`config.mk`:
```
export PLATFORM = sky130hd
export DESIGN_NAME = ifetch_queue
export DESIGN_NICKNAME = d
export VERILOG_FILES = /design/src/rtl/core_pkg.sv /design/src/rtl/sync_fifo.sv /design/src/rtl/ifetch_queue.sv
export SDC_FILE = /design/constraint.sdc
export NUM_CORES = 1
export LEC_CHECK = 0
export ABC_AREA = 1
export CAP_MARGIN = 10
export CORE_MARGIN = 2
export CORE_UTILIZATION = 40
export DETAILED_ROUTE_END_ITERATION = 7
export SYNTH_ARGS = -nofsm -noshare
export SYNTH_HDL_FRONTEND = slang
export SYNTH_SLANG_ARGS = --single-unit
```
`constraint.sdc`:
```
create_clock -name clk -period 10.9 [get_ports clk]
set_input_delay 1.635 -clock clk [delete_from_list [all_inputs] [get_ports clk]]
set_output_delay 1.635 -clock clk [all_outputs]
set_load 0.05 [all_outputs]
```
`src/rtl/core_pkg.sv`:
```
// core_pkg: shared fetch-side state type and default sizes
package core_pkg;
  localparam int DEFAULT_DEPTH = 4;
  localparam int DEFAULT_XLEN = 32;
  typedef enum logic [0:0] {RUN = 1'b0, FLUSH = 1'b1} fetch_state_t;
endpackage

```
`src/rtl/sync_fifo.sv`:
```
// sync_fifo: power-of-two circular FIFO with synchronous flush
module sync_fifo #(
  parameter int WIDTH = 32,
  parameter int DEPTH = 4
) (
  input  logic                   clk,
  input  logic                   reset,
  input  logic                   flush,
  input  logic                   push,
  input  logic                   pop,
  input  logic [WIDTH-1:0]       wdata,
  output logic [WIDTH-1:0]       rdata,
  output logic                   full,
  output logic                   empty,
  output logic [$clog2(DEPTH):0] count
);
  localparam int AW = $clog2(DEPTH);
  logic [WIDTH-1:0] mem [DEPTH];
  logic [AW-1:0] wp, rp;
  logic do_push, do_pop;
  assign empty = count == '0;
  assign full = count == (AW+1)'(DEPTH);
  assign do_pop = pop && !empty;
  assign do_push = push && (!full || do_pop);
  assign rdata = mem[rp];
  always_ff @(posedge clk)
    if (reset || flush) begin
      wp <= '0;
      rp <= '0;
      count <= '0;
    end else begin
      wp <= wp + AW'(do_push);
      rp <= rp + AW'(do_pop);
      count <= count + (AW+1)'(do_push) - (AW+1)'(do_pop);
    end
  always_ff @(posedge clk)
    if (do_push && !flush) mem[wp] <= wdata;
endmodule

```
`src/rtl/ifetch_queue.sv`:
```
// ifetch_queue: credit-limited instruction prefetch with redirect flush and stale-response drain
module ifetch_queue import core_pkg::*; #(
  parameter int DEPTH = DEFAULT_DEPTH,
  parameter int XLEN = DEFAULT_XLEN
) (
  input  logic            clk,
  input  logic            reset,
  input  logic [XLEN-1:0] pc,
  output logic            pc_enable,
  input  logic            redirect,
  output logic            imem_req_valid,
  input  logic            imem_req_ready,
  output logic [XLEN-1:0] imem_req_addr,
  input  logic            imem_rsp_valid,
  input  logic [XLEN-1:0] imem_rsp_data,
  output logic            dec_valid,
  input  logic            dec_ready,
  output logic [XLEN-1:0] dec_instr,
  output logic [XLEN-1:0] dec_pc
);
  localparam int CW = $clog2(DEPTH) + 1;
  fetch_state_t state, state_n;
  logic [CW-1:0] drop_cnt, drop_n, af_count, ib_count;
  logic [CW:0] inflight;
  logic [XLEN-1:0] af_head;
  logic [2*XLEN-1:0] ib_head;
  logic af_full, af_empty, ib_full, ib_empty, fire, rsp_take;
  assign inflight = {1'b0, ib_count} + {1'b0, af_count};
  assign imem_req_valid = !reset && state == RUN && !redirect && !af_full && !ib_full &&
                          inflight < (CW+1)'(DEPTH);
  assign fire = imem_req_valid && imem_req_ready;
  assign pc_enable = !reset && (fire || redirect);
  assign imem_req_addr = pc;
  assign rsp_take = state == RUN && imem_rsp_valid && !af_empty;
  assign dec_valid = !reset && !ib_empty;
  assign dec_pc = dec_valid ? ib_head[2*XLEN-1:XLEN] : '0;
  assign dec_instr = dec_valid ? ib_head[XLEN-1:0] : '0;
  // a response landing in the redirect cycle is already accounted for, so it is not drained later
  always_comb begin
    drop_n = drop_cnt;
    state_n = state;
    if (state == RUN) begin
      drop_n = redirect ? af_count - CW'(rsp_take) : '0;
      state_n = (redirect && drop_n != '0) ? FLUSH : RUN;
    end else begin
      drop_n = drop_cnt - CW'(imem_rsp_valid && drop_cnt != '0);
      state_n = drop_n == '0 ? RUN : FLUSH;
    end
  end
  always_ff @(posedge clk)
    if (reset) begin
      state <= RUN;
      drop_cnt <= '0;
    end else begin
      state <= state_n;
      drop_cnt <= drop_n;
    end
  sync_fifo #(.WIDTH(XLEN), .DEPTH(DEPTH)) u_addr_fifo (
    .clk(clk), .reset(reset), .flush(redirect),
    .push(fire), .pop(rsp_take), .wdata(pc), .rdata(af_head),
    .full(af_full), .empty(af_empty), .count(af_count)
  );
  sync_fifo #(.WIDTH(2*XLEN), .DEPTH(DEPTH)) u_instr_buf (
    .clk(clk), .reset(reset), .flush(redirect),
    .push(rsp_take && !redirect), .pop(dec_valid && dec_ready),
    .wdata({af_head, imem_rsp_data}), .rdata(ib_head),
    .full(ib_full), .empty(ib_empty), .count(ib_count)
  );
endmodule

```
; ---- Word-level counts from Yosys, hierarchy flattened
; Memory sizes are Yosys's and may differ from the RTL's. A register that Yosys moved wholly into a read port is not among the register bits.
; Index checks and enable logic that the tools add are counted.
[word_totals]
n_memories = 2
in_bits = 70
elab_cells = 73
out_inout_bits = 99
ramBits = 384
regBits = 18
[mem_list]
columns = name, words, width, read_ports, rd_clocked_by_memory_dff, wr, line_no
row1 = u_instr_buf.mem, 4, 64, 1, 1, 1, sync_fifo.sv:18  ; logic [WIDTH-1:0] mem [DEPTH];
row2 = u_addr_fifo.mem, 4, 32, 1, 1, 1, sync_fifo.sv:18
[classes]
order_cmp = 1
mux = 13
eq_ne = 2
reduce_logical = 35
addsub = 11
bitwise = 1
[op_table]
columns = cell, count
row1 = 2-to-1 mux 32 bit, 2
row2 = logical AND 1 bit, 20
row3 = subtractor 3 x 1 -> 3 bit, 4
row4 = logical NOT 3 bit, 3
row5 = adder 2 x 1 -> 2 bit, 4
row6 = 2-to-1 mux 1 bit, 7
row7 = adder 3 x 1 -> 3 bit, 2
row8 = "equality test 3 bit, second input constant", 2
row9 = logical NOT 1 bit, 6
row10 = 2-to-1 mux 3 bit, 2
row11 = nonzero test 3 bit, 2
row12 = adder 3 x 3 -> 4 bit, 1
row13 = logical OR 1 bit, 4
row14 = "< comparator 4 x 3 -> 1 bit, second input constant", 1
row15 = 2-to-1 mux 2 bit, 2
row16 = NOT 1 bit, 1

; ---- Logic depth before layout (Yosys ltp)
; Gate-level depths: netlist of run 1.
[logic_depth]
ltp_word = 11
ltp_mapped = 11
mapped_depth_nobuf = 11

; ---- By module
; A second synthesis of run 1 with hierarchy kept.
[hier_totals]
cells_unflattened = 1469
area_unflattened_um2 = 17473.0
[modules_own_cells]
columns = mod, seq_area_each_um2, area_each_um2, cells_each, n_inst
row1 = sync_fifo at u_instr_buf, 7827.5, 10388.7, 805, 1
row2 = sync_fifo at u_addr_fifo, 3983.8, 5466.5, 432, 1
row3 = ifetch_queue, 80.1, 1617.8, 232, 1

; ---- Least setup slack after synthesis of run 1
; OpenSTA, ideal clock, no wires.
[synth_path]
path_kind = input-to-reg
startpoint = in reset
endpoint = mem u_instr_buf.mem[0][0] (netlist bit), enable pin
path_slack_ns = 5.632
required_ns = 10.414
path_buffers = 1
arrival_ns = 4.782
setup_time_ns = 0.486
path_stages = 4
cell_sequence = buf_2 -> o2111ai_1 -> nand2_1 -> nor2_1
[synth_between]
elab_chain_cells = 9
[synth_rtl]
columns = element, line_no
row1 = "start, declared", ifetch_queue.sv:7  ; input logic reset,
row2 = logical NOT 1 bit, ifetch_queue.sv:35  ; assign dec_valid = !reset && !ib_empty;
row3 = logical AND 1 bit, ifetch_queue.sv:35
row4 = logical AND 1 bit, ifetch_queue.sv:65  ; .push(rsp_take && !redirect), .pop(dec_valid && dec_ready),
row5 = logical AND 1 bit, sync_fifo.sv:23  ; assign do_pop = pop && !empty;
row6 = logical OR 1 bit, sync_fifo.sv:24  ; assign do_push = push && (!full || do_pop);
row7 = logical AND 1 bit, sync_fifo.sv:24
row8 = logical AND 1 bit, sync_fifo.sv:37  ; if (do_push && !flush) mem[wp] <= wdata;
row9 = 2-to-1 mux 1 bit, sync_fifo.sv:37
row10 = 2-to-1 mux 1 bit (not written as such), sync_fifo.sv:37
row11 = "end, declared", sync_fifo.sv:18
; No other way between the ends.

; ---- Final worst setup path of run 1
[layout_path]
startpoint = in reset
endpoint = out dec_pc[29]
[layout_between]
elab_chain_cells = 3
[layout_rtl]
columns = element, line_no
row1 = logical NOT 1 bit, ifetch_queue.sv:35
row2 = logical AND 1 bit, ifetch_queue.sv:35
row3 = 2-to-1 mux 32 bit, ifetch_queue.sv:36  ; assign dec_pc = dec_valid ? ib_head[2*XLEN-1:XLEN] : '0;
row4 = "end, declared", ifetch_queue.sv:19  ; output logic [XLEN-1:0] dec_pc
; No other way between the ends.

==> results_dict.tcl, run 1 <==
set metrics [dict create \
    seqPwrFrac 0.524 \
    numClockSinks 402 \
    min_path_type "reg2reg" \
    pin_count 169 \
    clock_power_share 0.431 \
    vias_per_cell 5.04 \
    crit_buf_inv 4 \
    max_stage_delay_ns 0.73 \
    yosysWarnings 0 \
    synth-edff-count 384 \
    vias 9712 \
    synth_top_area_cell "edfxtp_1" \
    synthCells 1243 \
    coreArea_um2 39500 \
    worst_pin_slew_ns 1.14 \
    fin_skew_ns 0.0166 \
    grt_max_degree 100 \
    drtPass1Iterations 5 \
    path_clk_slew_ns 0.06 \
    cts_root_buf "clkbuf_16" \
    swShare 0.206 \
    finalCriticalPeriod_ns 5.79 \
    post_cts_resized 0 \
    async_flop_share 0 \
    drt_wl_total_mm 35.4 \
    grt_pass1_vias 9468 \
    cp_common_cell "clkdlybuf4s50_1" \
    clk_path_buf_depth 3 \
    antenna_found_initial 0 \
    postCtsHoldBufs 0 \
    internal_power_mw 2.59 \
    path_class "in2out" \
    synth_ff_type "edfxtp_1" \
    synth_cell_types 27 \
    finalWeightedCongestion 0.753 \
    slowest_stage "clkdlybuf4s50_1" \
    reg2reg_to "u_instr_buf.mem[2][15]" \
    seq_area_um2 11900 \
    synth_fp_nets 1329 \
    portBuffers 168 \
    rows 73 \
    post-route-drc-count 0 \
    synth_seq_cells 402 \
    comb_power_share 0.045 \
    antenna_left 0 \
    fin_crit_sh 0.531 \
    cp_cell_sequence "clkdlybuf4s50_1 -> inv_1 -> o31ai_4 -> buf_4 -> a21oi_1 -> clkdlybuf4s50_1" \
    postCtsSetupRepairBufs 0 \
    critical_path_arrival_ns 4.15 \
    setup_violations 0 \
    crit_fanout 50 \
    reg2regPathDepth 7 \
    grt_util_all_layers 0.171 \
    rsz0062_at_grt "false" \
    end_kind "output port" \
    synth_top_area_frac 0.722 \
    maxSlewViolCount 0 \
    r2r_start "u_addr_fifo.count[1]" \
    cp-start-kind "input port" \
    worstPathRequired_ns 9.27 \
    grt_pass1_wl_mm 54.3 \
    drv_cap 0 \
    insertion_delay_ns 0.54 \
    status "finished clean" \
    ir_drop_v 0.000109 \
    die_area_um2 41500 \
    p_per_area_nw_per_um2 170 \
    cts_tree "built" \
    nNetsFinal 1456 \
    gr-total-overflow 0 \
    netlist_top_cells_count "edfxtp_1, nor2_1, o21ai_0, a21oi_1, buf_4" \
    routedWlPerCell_um 18.4 \
    fillers 3430 \
    drive_above_1_share 0.0635 \
    worst_hold_slack_ns 0.554 \
    drtIter0Drc 631 \
    hold_depth 2 \
    leakage_nw 6.42 \
    max_freq_mhz 173 \
    syn2layout_area_growth_pct 20.3 \
    hold_viol_final 0 \
    start_util 0.404 \
    h-tree-depth 2 \
    synth.cell_area_um2 16000 \
    fp.dieH_um 204 \
    ff2ff_setup_slack_ns 8.00 \
    hpwlAfterDp_mm 19.8 \
    die_width_um 204 \
    whs_endpoint "u_instr_buf.wp[1]" \
    synth_most_common_cell "edfxtp_1" \
    synth_seq_area_share 0.745 \
    cts_buffers 43 \
    synth_area_per_cell_um2 12.8 \
    p_switching_mw 0.672 \
    fin_setup_tns_ns 0 \
    crit_family "buffers and inverters" \
    netlist_top_cells_area "edfxtp_1, nor2_1, o21ai_0" \
    slew_headroom 0.239 \
    diodes 0 \
    hp-start "u_instr_buf.wp[1]" \
    multi_input_comb_area_um2 3350 \
]
state kept, by name (all words and copies together), names as in the netlist:
name               cells
u_addr_fifo.wp         2
u_addr_fifo.rp         2
u_instr_buf.mem      256
u_addr_fifo.mem      128
drop_cnt               3
u_addr_fifo.count      3
state                  1
u_instr_buf.count      3
u_instr_buf.wp         2
u_instr_buf.rp         2
per-layer routing:
layer,track usage,up-vias,share of wire
li1,-,4648,-
met3,0.0312,64,0.057
met4,0.0542,0,0.023
met1,0.232,4708,0.45
met5,0,-,0
met2,0.278,292,0.47
layout by cell type (no fill, tap or decap), drive strengths merged:
cell type / n
xor2: 5
clkbuf: 54
o22ai: 32
a21oi: 70
o31ai: 1
inv: 40
a211oi: 2
nand3: 5
fa: 2
dfxtp: 18
clkdlybuf4s50: 168
bufinv: 4
ha: 14
edfxtp: 384
nor3: 1
buf: 16
nand3b: 1
nor2: 351
o2111ai: 1
clkinv: 18
nand2: 16
xnor2: 4
o31a: 1
o21ai: 194
per-stage QoR:
stage | area, µm² | total power, mW | instances | setup slack (ns) | utilization
2_1_floorplan | 16000 | 1.83 | 1243 | 5.63 | -
3_3_place_gp | 17900 | 1.89 | 1850 | 5.22 | 0.451
3_5_place_dp | 17900 | 1.89 | 1850 | 5.11 | 0.451
4_1_cts | 19200 | 3.30 | 1927 | 5.10 | 0.486
5_1_grt | 19200 | 3.37 | 1927 | 4.96 | 0.486
6_report | 19200 | 3.27 | 1927 | 5.11 | 0.486
how the worst max path moves through the flow:
| stage | start | to | slack (ns) | cells past startpoint |
|---|---|---|---|---|
| after global routing | reset | dec_pc[29] | 4.96 | 6 |
| after detailed placement | reset | dec_pc[29] | 5.11 | 6 |
| after floorplan | reset | u_instr_buf.mem[0][0] | 5.63 | 4 |
| final | reset | dec_pc[29] | 5.11 | 6 |
| after CTS | reset | dec_pc[29] | 5.10 | 6 |
| after global placement | reset | dec_pc[27] | 5.22 | 6 |
worst register-to-register path: stages, from the launching register on:
cell      delay [ns]
dfxtp_1         0.38
inv_1           0.12
nand3b_1        0.11
nand3_1         0.13
nor2_1          0.11
nand2_1         0.26
nor2_4          0.65
buf_4           0.73
kinds of logic after synthesis:
| group | count (synthesis) | share of synthesized area |
|---|---|---|
| simple gates | 374 | 0.0889 |
| compound gates | 301 | 0.0981 |
| buf+inv | 141 | 0.0498 |
| xor+xnor | 9 | 0.00494 |
| flops | 402 | 0.745 |
| fa+ha+maj | 16 | 0.0135 |
power by group through the flow:
stage	combinational (mW)	clock (mW)	sequential (mW)
finish	0.146	1.41	1.71
CTS	0.147	1.44	1.71
global route	0.159	1.50	1.71
detailed placement	0.147	0	1.75
floorplan	0.0838	0	1.75
global placement	0.145	0	1.75
final cells by class:
type	instances	share of cell area
inverters	39	0.00768
well taps	525	0.0342
clock buffers	54	0.0593
repair buffers	184	0.0938
multi-input cells	700	0.174
clock inverters	23	0.0115
flip-flops and latches	402	0.619
Note: power is estimated with default switching activity, not from simulation.
==> run 2: changes to the inputs <==
==> constraint.sdc (replaced) <==
create_clock -name clk -period 5.1 [get_ports clk]
set_input_delay 0.765 -clock clk [delete_from_list [all_inputs] [get_ports clk]]
set_output_delay 0.765 -clock clk [all_outputs]
set_load 0.05 [all_outputs]
==> run 2 against run 1 <==
  * Core utilization about the same
  * Register-to-register slack got worse by 5.6 ns
  * Die area unchanged
  * Total power grew 110%
  * Sequential cell count did not move
  * Largest cell class unchanged
==> results_dict.tcl, run 2 (synthesis gave the netlist of run 1 again) <==
set metrics [dict create \
    p_per_area_nw_per_um2 356 \
    routedWlPerCell_um 18.3 \
    maxSlewViolCount 0 \
    numClockSinks 402 \
    fin_total_pwr_mw 6.85 \
    cp-start-kind "flip-flop" \
    busiest_layer "met2" \
    end_kind "output port" \
    fp.dieH_um 204 \
    drive_above_1_share 0.0641 \
    fin_setup_tns_ns 0 \
    grt_max_degree 130 \
    postCtsHoldBufs 0 \
    finalCriticalPeriod_ns 4.04 \
    dp.cells 1852 \
    rsz0062_at_grt "false" \
    cts_root_buf "clkbuf_16" \
    path_class "reg2out" \
    final_cell_area_um2 19200 \
    final_common_cell "edfxtp_1" \
    syn2layout_area_growth_pct 20.3 \
    vias 9676 \
    clk_path_buf_depth 3 \
    critical_path_arrival_ns 3.27 \
    fin_skew_ns 0.0134 \
    fin_cells 1930 \
    die_area_um2 41500 \
    hold_viol_final 0 \
    grt_pass1_wl_mm 54.6 \
    hpwlAfterDp_mm 20.2 \
    pin_count 169 \
    worstPathRequired_ns 4.34 \
    postCtsSetupRepairBufs 0 \
    drtPass1Iterations 5 \
    slew_headroom 0.251 \
    antenna_left 0 \
    grt_util_all_layers 0.172 \
    setup_violations 0 \
    largest_reg_flops 256 \
    diodes 0 \
    cts_buffers 42 \
    post-route-drc-count 0 \
    drtIter0Drc 784 \
    cts_tree "built" \
    fin_crit_sh 0.792 \
    ir_drop_v 0.000194 \
    drt_wl_total_mm 35.4 \
    final_cell_mix "edfxtp_1, nor2_1, o21ai_0" \
    finalWeightedCongestion 0.719 \
    max_freq_mhz 248 \
    regMostFlops "u_instr_buf.mem" \
    insertion_delay_ns 0.55 \
    vias_per_cell 5.01 \
    grt_pass1_vias 9471 \
    rows 73 \
    status "finished clean" \
    path_clk_slew_ns 0.06 \
    worst_pin_slew_ns 1.12 \
    portBuffers 168 \
    grtUsageMet2 0.277 \
    coreArea_um2 39500 \
    nNetsFinal 1457 \
    reg.largest.list "u_instr_buf.mem x256, u_addr_fifo.mem x128" \
    drv_cap 0 \
    gr-usage-met1 0.235 \
    dpl-instance-area_um2 17900 \
    use_met3 0.0299 \
    leakage_nw 6.41 \
    start_util 0.404 \
    crit_fanout 76 \
    h-tree-depth 2 \
    post_cts_resized 0 \
    antenna_found_initial 0 \
    gr-total-overflow 0 \
    min_path_type "reg2reg" \
    die_width_um 204 \
]
## run 2: cell count changes in the layout (fill, tap and decap cells not counted)
cell	delta
clkbuf_1	+6
buf_12	+4
clkinv_1	-4
clkinv_2	+3
buf_4	-2
bufinv_16	-2
clkbuf_16	-1
clkinv_8	-1
inv_16	+1
inv_6	-1
## run 2: final cells by class
type	instances	area [µm²]
repair buffers	186	1870
multi-input cells	700	3350
inverters	39	148
clock inverters	19	156
fillers	3452	20300
well taps	525	657
clock buffers	59	1140
flip-flops and latches	402	11900
## run 2: worst paths after layout
kind | start | endpoint | slack (ns) | depth (start not counted)
setup reg to reg | u_instr_buf.count[2] | u_addr_fifo.mem[3][20] | 2.38 | 7
hold / removal | u_instr_buf.wp[1] | u_instr_buf.wp[1] | 0.57 | 2
setup / recovery | u_instr_buf.rp[0] | dec_pc[13] | 1.06 | 5
hold reg to reg | u_instr_buf.wp[1] | u_instr_buf.wp[1] | 0.57 | 2
## run 2: stage by stage
step	hold WS [ns]	utilization	worst slack, ns
after floorplan	0.518	-	0.702
after global placement	0.545	0.453	1.18
after global routing	0.608	0.486	0.788
after CTS	0.568	0.486	1.00
after detailed placement	0.550	0.453	1.10
final	0.566	0.486	1.06
## run 2: layer usage
layer  share of wire  vias to the layer above
li1                -                     4659
met2            0.47                      260
met1            0.45                     4689
met4           0.028                        0
met5               0                        -
met3           0.050                       68
## run 2: worst max-delay path: stages, from the launching register on
cell,delay (ns)
dfxtp_4,0.36
clkinv_2,0.55
buf_12,0.46
o21ai_0,0.46
a21oi_1,0.13
clkdlybuf4s50_1,0.73
## run 2: power by group
part | total, mW | switching, mW | internal (mW)
registers | 3.66 | 0.0101 | 3.65
clock network | 2.87 | 1.21 | 1.66
logic | 0.314 | 0.202 | 0.111
==> run 3: changes to the inputs <==
==> constraint.sdc (replaced) <==
create_clock -name clk -period 3.4 [get_ports clk]
set_input_delay 0.51 -clock clk [delete_from_list [all_inputs] [get_ports clk]]
set_output_delay 0.51 -clock clk [all_outputs]
set_load 0.05 [all_outputs]
==> run 3 against run 2 <==
  * Cell area grew 1.9%
  * Sequential power grew 50%
  * Global-route usage is essentially flat
  * Core utilization grew 0.93 points
  * Clock skew grew 0.0052 ns
  * Critical endpoint is now imem_req_valid
  * Highest routed layer unchanged
==> results_dict.tcl, run 3 (synthesis gave the netlist of run 1 again) <==
set metrics [dict create \
    final_cell_area_um2 19600 \
    cp-start-kind "flip-flop" \
    path_clk_slew_ns 0.06 \
    crit_fanout 5 \
    worst_pin_slew_ns 0.892 \
    setup_violations 0 \
    maxSlewViolCount 0 \
    fillers 3388 \
    multi_input_comb_area_um2 3350 \
    worstPathRequired_ns 2.89 \
    antenna_left 0 \
    fp.dieH_um 204 \
    seq_area_um2 11900 \
    p_per_area_nw_per_um2 526 \
    grt_util_all_layers 0.172 \
    drive_above_1_share 0.114 \
    start_util 0.404 \
    portBuffers 168 \
    finalWeightedCongestion 0.750 \
    antenna_found_initial 0 \
    pin_count 169 \
    hold_depth 2 \
    grt_pass1_vias 9552 \
    final_cell_mix "edfxtp_1, nor2_1, o21ai_0" \
    cts_root_buf "clkbuf_16" \
    r2r_start "u_instr_buf.count[2]" \
    numClockSinks 402 \
    die_width_um 204 \
    slew_headroom 0.405 \
    drv_cap 0 \
    post-route-drc-count 0 \
    coreArea_um2 39500 \
    fin_crit_sh 0.878 \
    largest_reg_flops 256 \
    routedWlPerCell_um 18.4 \
    h-tree-depth 2 \
    postCtsSetupRepairBufs 0 \
    diodes 0 \
    clk_path_buf_depth 3 \
    rows 73 \
    reg2reg_to "u_addr_fifo.count[1]" \
    nNetsFinal 1463 \
    insertion_delay_ns 0.54 \
    reg.largest.list "u_instr_buf.mem x256, u_addr_fifo.mem x128" \
    syn2layout_area_growth_pct 22.6 \
    grt_max_degree 130 \
    status "finished clean" \
    fin_skew_ns 0.0187 \
    end_kind "output port" \
    reg2regPathDepth 10 \
    die_area_um2 41500 \
    critical_path_arrival_ns 2.48 \
    gr-total-overflow 0 \
    dpl-instance-area_um2 18300 \
    hpwlAfterDp_mm 20.1 \
    vias 9693 \
    hold_viol_final 0 \
    ir_drop_v 0.000332 \
    grt_pass1_wl_mm 54.5 \
    cts_tree "built" \
    path_class "reg2out" \
    drtIter0Drc 609 \
    min_path_type "reg2reg" \
    finalCriticalPeriod_ns 2.99 \
    startpoint "u_instr_buf.count[2]" \
    leakage_nw 6.67 \
    max_freq_mhz 335 \
    post_cts_resized 0 \
    postCtsHoldBufs 0 \
    drtPass1Iterations 5 \
    cts_buffers 41 \
    rsz0062_at_grt "false" \
    whs_endpoint "u_instr_buf.wp[1]" \
    regMostFlops "u_instr_buf.mem" \
    fin_setup_tns_ns 0 \
    final_common_cell "edfxtp_1" \
    drt_wl_total_mm 35.6 \
    vias_per_cell 5.02 \
    ff2ff_setup_slack_ns 1.12 \
    hp-start "u_instr_buf.wp[1]" \
]
[run 3: cell count changes in the layout (fill, tap and decap cells not counted), sizes merged]
cell	before	now
buf	18	90
clkdlybuf4s50	168	103
clkbuf	59	51
clkinvlp	0	2
bufinv	2	3
clkinv	16	17
inv	40	39
[run 3: how the worst max path moves through the flow]
| stage | cells past startpoint | endpoint |
|---|---|---|
| 3_3_place_gp | 5 | imem_req_valid |
| 3_5_place_dp | 5 | imem_req_valid |
| 2_1_floorplan | 4 | u_instr_buf.mem[0][0] |
| 4_1_cts | 5 | imem_req_valid |
| 5_1_grt | 5 | imem_req_valid |
| 6_report | 5 | imem_req_valid |
[run 3: routing by layer]
layer  wire [µm]  GRT usage  share of wire  up-vias
met4         808     0.0529          0.023        0
met1       16300      0.234           0.46     4759
met5           0          0              0        -
met3        1440     0.0278          0.040       57
met2       17000      0.284           0.48      220
li1            -          -              -     4657
[run 3: metrics by stage]
stage | cells | power, mW | util | hold slack (ns) | worst slack, ns
CTS | 1932 | 10.4 | 0.495 | 0.556 | 0.367
floorplan | 1243 | 5.86 | - | 0.518 | -0.743
detailed placement | 1859 | 6.08 | 0.462 | 0.546 | 0.512
global route | 1932 | 10.6 | 0.495 | 0.592 | 0.237
finish | 1932 | 10.3 | 0.495 | 0.551 | 0.414
global placement | 1859 | 6.07 | 0.462 | 0.545 | 0.537
[run 3: layout make-up]
cell class                 count  share of cell area
timing repair buffer         193               0.114
clock inverter                22             0.00920
sequential                   402               0.608
inverter                      39             0.00754
clock buffer                  51              0.0570
tap                          525              0.0335
multi-input combinational    700               0.171
[run 3: report_power, final]
| part | internal (mW) | switching [mW] |
|---|---|---|
| clock network | 2.55 | 1.78 |
| logic | 0.175 | 0.305 |
| registers | 5.48 | 0.0157 |
| total | 8.20 | 2.10 |
[run 3: worst max-delay path: stages (launching register included)]
cell	delay (ns)
dfxtp_1	0.46
ha_1	0.28
nor2_1	0.09
nand3_1	0.11
nor3_1	0.18
clkdlybuf4s50_1	0.83
